===== src/rtl/qnigma_fifo_pkg.sv =====
// qnigma_fifo_pkg
// Shared types and helpers for the qnigma frame FIFO.
//   STAT_W     : width of the dropped-frame statistics counter
//   stat_cnt_t : statistics counter type
//   ptr_diff() : pointer distance modulo 2**pw
package qnigma_fifo_pkg;

  localparam int STAT_W = 16;

  typedef logic [STAT_W-1:0] stat_cnt_t;

  // Distance a - b on pw-bit wrapping pointers. The caller casts the result
  // back to its own pointer width.
  function automatic logic [31:0] ptr_diff(input logic [31:0] a,
                                           input logic [31:0] b,
                                           input int          pw);
    logic [31:0] mask;
    mask = (32'd1 << pw) - 32'd1;
    return (a - b) & mask;
  endfunction

endpackage


===== src/rtl/qnigma_ram_sdp.sv =====
// qnigma_ram_sdp
// Simple dual-port RAM: one write port, one registered read port.
//   i_clk    : clock
//   i_rst_n  : synchronous active-low reset, clears only the read register
//   i_we     : write enable
//   i_waddr  : write address (D bits)
//   i_wdata  : write data (W bits)
//   i_re     : read enable; o_rdata updates on the next edge, holds otherwise
//   i_raddr  : read address (D bits)
//   o_rdata  : registered read data (W bits)
// The storage array itself is never reset.
module qnigma_ram_sdp
  import qnigma_fifo_pkg::*;
#(
  parameter int D = 4,
  parameter int W = 16
) (
  input  logic         i_clk,
  input  logic         i_rst_n,
  input  logic         i_we,
  input  logic [D-1:0] i_waddr,
  input  logic [W-1:0] i_wdata,
  input  logic         i_re,
  input  logic [D-1:0] i_raddr,
  output logic [W-1:0] o_rdata
);

  logic [W-1:0] r_mem [2**D];

  always_ff @(posedge i_clk) begin
    if (i_we) begin
      r_mem[i_waddr] <= i_wdata;
    end
  end

  always_ff @(posedge i_clk) begin
    if (!i_rst_n) begin
      o_rdata <= '0;
    end else if (i_re) begin
      o_rdata <= r_mem[i_raddr];
    end
  end

endmodule


===== src/rtl/qnigma_fifo_sc_frame.sv =====
// qnigma_fifo_sc_frame
// Single-clock FIFO with frame semantics. Words are written speculatively
// and only become readable once the frame is committed; an aborted or
// overflowed frame is rewound without leaking any of its words.
//   clk, rst_n     : clock, synchronous active-low reset
//   write, data_in : write strobe and data
//   commit, abort  : close the open frame (abort wins over commit)
//   read           : read request
//   data_out       : registered read data, qualified by valid_out
//   full, empty    : used == 2**D, level == 0
//   almost_full    : used >= AF_THR
//   almost_empty   : level <= AE_THR
//   level          : committed, readable word count
//   drop           : one-cycle pulse when an overflowed frame is discarded
//   drop_cnt       : saturating dropped-frame counter
// Optional feature macro: QNIGMA_FIFO_STAT_EN enables drop_cnt; without it
// drop_cnt reads 0 and no counter is built.
module qnigma_fifo_sc_frame
  import qnigma_fifo_pkg::*;
#(
  parameter int D      = 4,
  parameter int W      = 16,
  parameter int AF_THR = 2**D - 2,
  parameter int AE_THR = 1
) (
  input  logic         clk,
  input  logic         rst_n,
  input  logic         write,
  input  logic [W-1:0] data_in,
  input  logic         commit,
  input  logic         abort,
  input  logic         read,
  output logic [W-1:0] data_out,
  output logic         valid_out,
  output logic         full,
  output logic         empty,
  output logic         almost_full,
  output logic         almost_empty,
  output logic [D:0]   level,
  output logic         drop,
  output logic [15:0]  drop_cnt
);

  localparam logic [D:0] DEPTH_L = {1'b1, {D{1'b0}}};
  localparam logic [D:0] AF_L    = (D+1)'(AF_THR);
  localparam logic [D:0] AE_L    = (D+1)'(AE_THR);

  logic [D:0] r_wr_ptr;
  logic [D:0] r_cm_ptr;
  logic [D:0] r_rd_ptr;
  logic       r_ovf;
  logic       r_valid;
  logic       r_drop;

  logic [D:0] w_used;
  logic [D:0] w_level;
  logic       w_wr_acc;
  logic       w_rd_acc;
  logic       w_ovf_hit;
  logic       w_frame_bad;
  logic       w_drop_now;
  logic [D:0] w_wr_next;

  assign w_used  = (D+1)'(ptr_diff(32'(r_wr_ptr), 32'(r_rd_ptr), D+1));
  assign w_level = (D+1)'(ptr_diff(32'(r_cm_ptr), 32'(r_rd_ptr), D+1));

  assign full         = (w_used == DEPTH_L);
  assign empty        = (w_level == '0);
  assign almost_full  = (w_used >= AF_L);
  assign almost_empty = (w_level <= AE_L);
  assign level        = w_level;

  // A write during abort is discarded, so it never advances wr_ptr.
  assign w_wr_acc  = write && !full && !r_ovf && !abort;
  assign w_rd_acc  = read && !empty;
  assign w_wr_next = r_wr_ptr + (D+1)'(w_wr_acc);

  // A word refused for lack of space corrupts the frame even when the commit
  // arrives in the same cycle, so the frame counts as overflowed right away.
  assign w_ovf_hit   = write && full && !r_ovf;
  assign w_frame_bad = r_ovf || w_ovf_hit;
  assign w_drop_now  = commit && !abort && w_frame_bad;

  qnigma_ram_sdp #(
    .D (D),
    .W (W)
  ) u_ram (
    .i_clk   (clk),
    .i_rst_n (rst_n),
    .i_we    (w_wr_acc),
    .i_waddr (r_wr_ptr[D-1:0]),
    .i_wdata (data_in),
    .i_re    (w_rd_acc),
    .i_raddr (r_rd_ptr[D-1:0]),
    .o_rdata (data_out)
  );

  always_ff @(posedge clk) begin
    if (!rst_n) begin
      r_wr_ptr <= '0;
      r_cm_ptr <= '0;
      r_rd_ptr <= '0;
      r_ovf    <= 1'b0;
      r_valid  <= 1'b0;
      r_drop   <= 1'b0;
    end else begin
      r_valid <= w_rd_acc;
      r_drop  <= w_drop_now;
      if (w_rd_acc) begin
        r_rd_ptr <= r_rd_ptr + 1'b1;
      end
      if (abort || w_drop_now) begin
        // Rewind the open frame to the last commit point.
        r_wr_ptr <= r_cm_ptr;
        r_ovf    <= 1'b0;
      end else if (commit) begin
        r_wr_ptr <= w_wr_next;
        r_cm_ptr <= w_wr_next;
      end else begin
        r_wr_ptr <= w_wr_next;
        if (w_ovf_hit) begin
          r_ovf <= 1'b1;
        end
      end
    end
  end

  assign valid_out = r_valid;
  assign drop      = r_drop;

`ifdef QNIGMA_FIFO_STAT_EN
  function automatic stat_cnt_t sat_inc(input stat_cnt_t v);
    return (v == '1) ? v : v + 1'b1;
  endfunction

  stat_cnt_t r_drop_cnt;

  always_ff @(posedge clk) begin
    if (!rst_n) begin
      r_drop_cnt <= '0;
    end else if (w_drop_now) begin
      r_drop_cnt <= sat_inc(r_drop_cnt);
    end
  end

  assign drop_cnt = r_drop_cnt;
`else
  assign drop_cnt = '0;
`endif

endmodule

===== config.mk =====
export PLATFORM = sky130hd
export DESIGN_NAME = qnigma_fifo_sc_frame
export DESIGN_NICKNAME = d
export VERILOG_FILES = /design/src/rtl/qnigma_fifo_pkg.sv /design/src/rtl/qnigma_ram_sdp.sv /design/src/rtl/qnigma_fifo_sc_frame.sv
export SDC_FILE = /design/constraint.sdc
export NUM_CORES = 1
export LEC_CHECK = 0
export ABC_AREA = 1
export CORE_MARGIN = 3
export CORE_UTILIZATION = 45
export DETAILED_ROUTE_END_ITERATION = 6
export SYNTH_ARGS = -nofsm -noshare
export SYNTH_HDL_FRONTEND = slang
export SYNTH_SLANG_ARGS = --single-unit

===== constraint.sdc =====
create_clock -name clk -period 5.83 [get_ports clk]
set_clock_uncertainty 0.1 [all_clocks]
set_input_delay 1.166 -clock clk [delete_from_list [all_inputs] [get_ports clk]]
set_output_delay 1.166 -clock clk [all_outputs]
set_load 0.05 [all_outputs]

==> impl_metrics.yaml, run 1 <==
floorplanning:
  row_count: 58
  die-height_um: 168.9
  die_w_um: 168.9
  start_util_pct: 46.59
  core_sq_um: 25620
  pin_count: 65
  dieArea_sq_um: 28510
timing:
  fmax_ghz: 0.2106
  setup_viol: 0
  rsz0062_at_grt: "false"
  post-route-period-util_pct: 81.45
  max_slew_margin_pct: 24.23
  hold_violations: 0
  fin_crit_ns: 4.749
  tns_ns: 0
  drv_slew: 0
  worstMarginPinSlew_ns: 1.135
power:
  power_density_nw_per_um2: 367.9
  power_mw: 5.025
  ir_drop_v: 0.0002659
  leakagePower_nw: 4.647
routing:
  antenna_left: 0
  viasPerCell: 5.442
  drt-wirelength-per-cell_um: 20.36
  vias: 7651
  initialDrtViolationCount: 555
  first_pass_iters: 5
  drc: 0
  drt_wl_total_mm: 28.62
layout:
  n_antenna_cell: 0
  nets: 1091
  drive_above_1_share_pct: 7.807
  syn_to_final_growth_pct: 14.42
  fill_cells: 2207
cts:
  cts_resized: 0
  cts.sinks: 290
  numCtsBuffers: 30
  worstSkewPairLatency_ns: 0.55
  cts-htree-levels: 1
  cts.hold.buffers_added: 0
  post-cts-setup-buffers: 0
  cts-root-buf: "clkbuf_16"
  clockBufferDepth: 3
  clkTransAtPathRegs_ns: 0.06
  cts_tree: "yes"
global_routing:
  grt_pass1_vias: 7301
  grt_max_degree: 93
  grt_pass1_wl_mm: 43.87
  overflow: 0
  antenna_found_initial: 0
  gr-usage-all-layers_pct: 19.94
synthesis:
  async_flop_share_pct: 0
  synth.avg_cell_area_sq_um: 11.77
  synth.distinct_cells: 34
  netlist_area_sq_um: 11940
  synthTopCellsByArea: "edfxtp_1 (64%), nor2_1 (6.7%), dfxtp_1 (5.7%)"
  yosys_warnings: 0
  synth_edf_count: 256
  seq_area_frac_synth_pct: 70.11
  synthFlopType: "edfxtp_1"
  synth_common_cells: "edfxtp_1 (256), nor2_1 (214), o21ai_0 (133)"
  yosysMostFrequentCell: "edfxtp_1"
  synth-seq-cells: 290
  yosys.area.top_type: "edfxtp_1"
  synth_cells: 1014
  synth_top_area_share_pct: 64.41
critical_path:
  crit_required_ns: 4.56
  critical_path.max_fanout: 39
  arrival_ns: 3.48
  critPathKind: "reg2out"
  cp-start-kind: "register"
  end_kind: "output port"
flow_run:
  cap_violations: 0
placement:
  io_buffers: 48
  gp_congestion: 0.8178
  hpwl_mm: 16.74
min_path:
  hp-class: "reg2reg"
run_status:
  status: "completed"
[final timing paths]
path                                 endpoint  cells past startpoint                startpoint  slack, ns
setup / recovery                        empty                     10  r_rd_ptr[1]$_SDFFE_PN0P_       1.08
hold / removal       r_cm_ptr[2]$_SDFFE_PN0P_                      2  r_cm_ptr[2]$_SDFFE_PN0P_       0.37
hold reg to reg      r_cm_ptr[2]$_SDFFE_PN0P_                      2  r_cm_ptr[2]$_SDFFE_PN0P_       0.37
setup reg to reg  u_ram.r_mem[2][2]$_DFFE_PP_                     12  r_rd_ptr[1]$_SDFFE_PN0P_       1.65
[area by class of cell]
cell class	instances	area [sq um]	area share (%)
well taps	330	412.9	3.023
flip-flops and latches	290	8373	61.31
inverters	47	177.7	1.301
multi-input cells	620	3132	22.93
repair buffers	67	623.1	4.563
clock buffers	36	794.5	5.818
clock inverters	16	143.9	1.054
[per-stage QoR]
step,instances,area (sq um),hold WS (ns),utilization (%),setup WS (ns)
after floorplan,1029,11990,0.3403,-,1.539
after global placement,1354,12720,0.3617,49.65,1.655
after detailed placement,1354,12720,0.3644,49.65,1.612
after CTS,1406,13660,0.3770,53.31,1.026
after global routing,1406,13660,0.4164,53.31,0.8546
final,1406,13660,0.3746,53.31,1.081
[worst max-delay path, stage by stage (launching register included)]
cell and delay, ns:
dfxtp_2 0.78, inv_1 0.35, ha_1 0.36, nand3b_1 0.08, nand2_1 0.08, xnor2_1 0.13
inv_1 0.09, nor2_4 0.13, nand2_4 0.09, inv_1 0.06, clkdlybuf4s50_1 0.79
[state kept, by name (all words and copies together), names as in the netlist]
signal	flops
drop	1
r_cm_ptr	5
r_ovf	1
r_rd_ptr	5
r_wr_ptr	5
u_ram.o_rdata	16
u_ram.r_mem	256
valid_out	1
[kinds of logic after synthesis]
group                    Yosys count  synth area share, %
AO/OA/AOI/OAI                    229                10.73
flip-flops                       290                70.11
other                              1              0.03142
AND/OR/NAND/NOR                  349                11.95
adder cells (fa/ha/maj)           13                1.489
XOR/XNOR                          13                1.017
buffers and inverters            119                4.665
[routing by layer]
metal  share of wire [%]  vias up  GRT usage, %
li1                    -     3668             -
met1                  45     3751         28.59
met2                  48      189         32.60
met3                 4.7       43         2.452
met4                 2.1        0         5.265
met5                   0        -             0
[power breakdown]
part / leakage, nW / internal (mW) / total, mW / switching, mW
Clock: 0.460 / 1.09 / 1.84 / 0.755
Sequential: 2.59 / 2.31 / 2.35 / 0.0473
Combinational: 1.60 / 0.248 / 0.827 / 0.579
Total: 4.65 / 3.64 / 5.02 / 1.38
[layout by cell type (no fill, tap or decap), drive strengths merged, types with 2 or more instances in the layout]
master and count:
edfxtp 256, nor2 215, o21ai 141, nand2 81, clkdlybuf4s50 48, inv 45, nand3 42, o22ai 42
clkbuf 36, dfxtp 34, o211ai 32, buf 19, conb 16, clkinv 15, a21oi 13, ha 11
xnor2 7, xor2 6, nor3 4, nor4 4, bufinv 3, nand3b 2, fa 2
No activity file was read; power rests on OpenSTA's default activity.
==> run 2, diff against run 1 <==
==> constraint.sdc (replaced) <==
create_clock -name clk -period 4.4 [get_ports clk]
set_clock_uncertainty 0.1 [all_clocks]
set_input_delay 0.88 -clock clk [delete_from_list [all_inputs] [get_ports clk]]
set_output_delay 0.88 -clock clk [all_outputs]
set_load 0.05 [all_outputs]
==> impl_metrics.yaml, run 2 (synthesized netlist as in run 1, its figures left out) <==
run_status:
  status: "completed"
power:
  leakagePower_nw: 4.694
  ir_drop_v: 0.0003494
  power_density_nw_per_um2: 484.4
routing:
  antenna_left: 0
  drt_wl_total_mm: 29.08
  viasPerCell: 5.523
  vias: 7821
  first_pass_iters: 5
  drc: 0
  drt-wirelength-per-cell_um: 20.54
  initialDrtViolationCount: 711
global_routing:
  grt_pass1_vias: 7447
  overflow: 0
  grt_max_degree: 91
  grt_pass1_wl_mm: 44.19
  antenna_found_initial: 0
  gr-usage-all-layers_pct: 20.08
timing:
  setup_viol: 0
  drv_slew: 0
  rsz0062_at_grt: "false"
  post-route-period-util_pct: 91.12
  max_slew_margin_pct: 36.80
  fmax_ghz: 0.2494
  tns_ns: 0
  fin_crit_ns: 4.009
  worstMarginPinSlew_ns: 0.9480
  hold_violations: 0
  timing.hold.ws_ns: 0.3803
critical_path:
  end_kind: "output port"
  r2r_end: "u_ram.r_mem[8][10]$_DFFE_PP_"
  rr_startpoint: "r_rd_ptr[0]$_SDFFE_PN0P_"
  reg2reg_depth: 12
  critPathKind: "reg2out"
  arrival_ns: 3.03
  reg2reg_slack_ns: 0.98
  crit_required_ns: 3.42
  cp-start-kind: "register"
  critical_path.max_fanout: 90
placement:
  io_buffers: 48
  hpwl_mm: 18.19
  gp_congestion: 0.8323
layout:
  final_cell_mix: "edfxtp_1 (256), nor2_1 (206), o21ai_0 (133)"
  drive_above_1_share_pct: 9.208
  n_antenna_cell: 0
  largest-register: "u_ram.r_mem"
  reg_top3: "u_ram.r_mem (256), u_ram.o_rdata (16)"
  largest_reg_flops: 256
  layout_commonest_cell: "edfxtp_1"
  fill_cells: 2177
  syn_to_final_growth_pct: 15.13
  nets: 1098
cts:
  cts-root-buf: "clkbuf_16"
  worstSkewPairLatency_ns: 0.56
  numCtsBuffers: 30
  clockBufferDepth: 3
  cts.hold.buffers_added: 0
  cts_tree: "yes"
  cts_resized: 0
  cts-htree-levels: 1
  post-cts-setup-buffers: 0
  cts.sinks: 290
  clkTransAtPathRegs_ns: 0.06
floorplanning:
  die-height_um: 168.9
  dieArea_sq_um: 28510
  start_util_pct: 46.59
  row_count: 58
  core_sq_um: 25620
  die_w_um: 168.9
  pin_count: 65
flow_run:
  cap_violations: 0
min_path:
  hp-class: "reg2reg"
  min_to: "u_ram.o_rdata[0]$_SDFFE_PN0P_"
  whs_path_depth: 2
  worstHoldStart: "u_ram.o_rdata[0]$_SDFFE_PN0P_"
[run 2: cell types whose count changed in the layout (fill, tap and decap cells not counted), sizes merged]
cell / change
clkinv: -2
clkinvlp: +2
clkdlybuf4s50: -7
bufinv: -2
buf: +14
clkbuf: +5
[run 2: worst max-delay path by stage]
stage | endpoint | slack, ns | from
2_1_floorplan | u_ram.r_mem[10][0]$_DFFE_PP_ | 0.11 | r_rd_ptr[1]$_SDFFE_PN0P_
3_3_place_gp | level[1] | 0.94 | r_rd_ptr[1]$_SDFFE_PN0P_
3_5_place_dp | level[1] | 0.93 | r_rd_ptr[1]$_SDFFE_PN0P_
4_1_cts | level[1] | 0.35 | r_rd_ptr[1]$_SDFFE_PN0P_
5_1_grt | level[1] | 0.26 | r_rd_ptr[1]$_SDFFE_PN0P_
6_report | level[1] | 0.39 | r_rd_ptr[1]$_SDFFE_PN0P_
[run 2: routing by layer]
metal | GRT usage [%] | vias to the layer above | wire length, um | part of all wire [%]
li1 | - | 3679 | - | -
met1 | 28.41 | 3803 | 12690 | 44
met2 | 32.22 | 282 | 13680 | 47
met3 | 2.826 | 57 | 1808 | 6.2
met4 | 6.830 | 0 | 900 | 3.1
met5 | 0 | - | 0 | 0
[run 2: worst max-delay path, stage by stage, from the launching register on]
cell and delay [ns]:
dfxtp_2 0.32, buf_4 0.72, fa_1 0.55, inv_1 0.08, clkdlybuf4s50_1 0.80
[run 2: through the flow]
step	std cells	area, sq um	power, mW	setup WS (ns)	util (%)
2_1_floorplan	1029	11990	3.938	0.1087	-
3_3_place_gp	1361	12820	4.354	0.9364	50.03
3_5_place_dp	1361	12820	4.358	0.9266	50.03
4_1_cts	1416	13740	6.718	0.3469	53.64
5_1_grt	1416	13740	6.929	0.2634	53.64
6_report	1416	13740	6.656	0.3909	53.64
[run 2: power breakdown]
group | internal, mW | switching (mW)
clock | 1.36 | 1.00
combinational | 0.363 | 0.832
sequential | 3.06 | 0.0413
[run 2: cell type report]
cell class | count | area [sq um] | area share [%]
clock buffer | 41 | 822.0 | 5.983
inverter | 47 | 177.7 | 1.293
tap | 330 | 412.9 | 3.005
sequential | 290 | 8373 | 60.94
timing repair buffer | 74 | 720.7 | 5.245
clock inverter | 14 | 102.6 | 0.7467
multi-input combinational | 620 | 3132 | 22.79
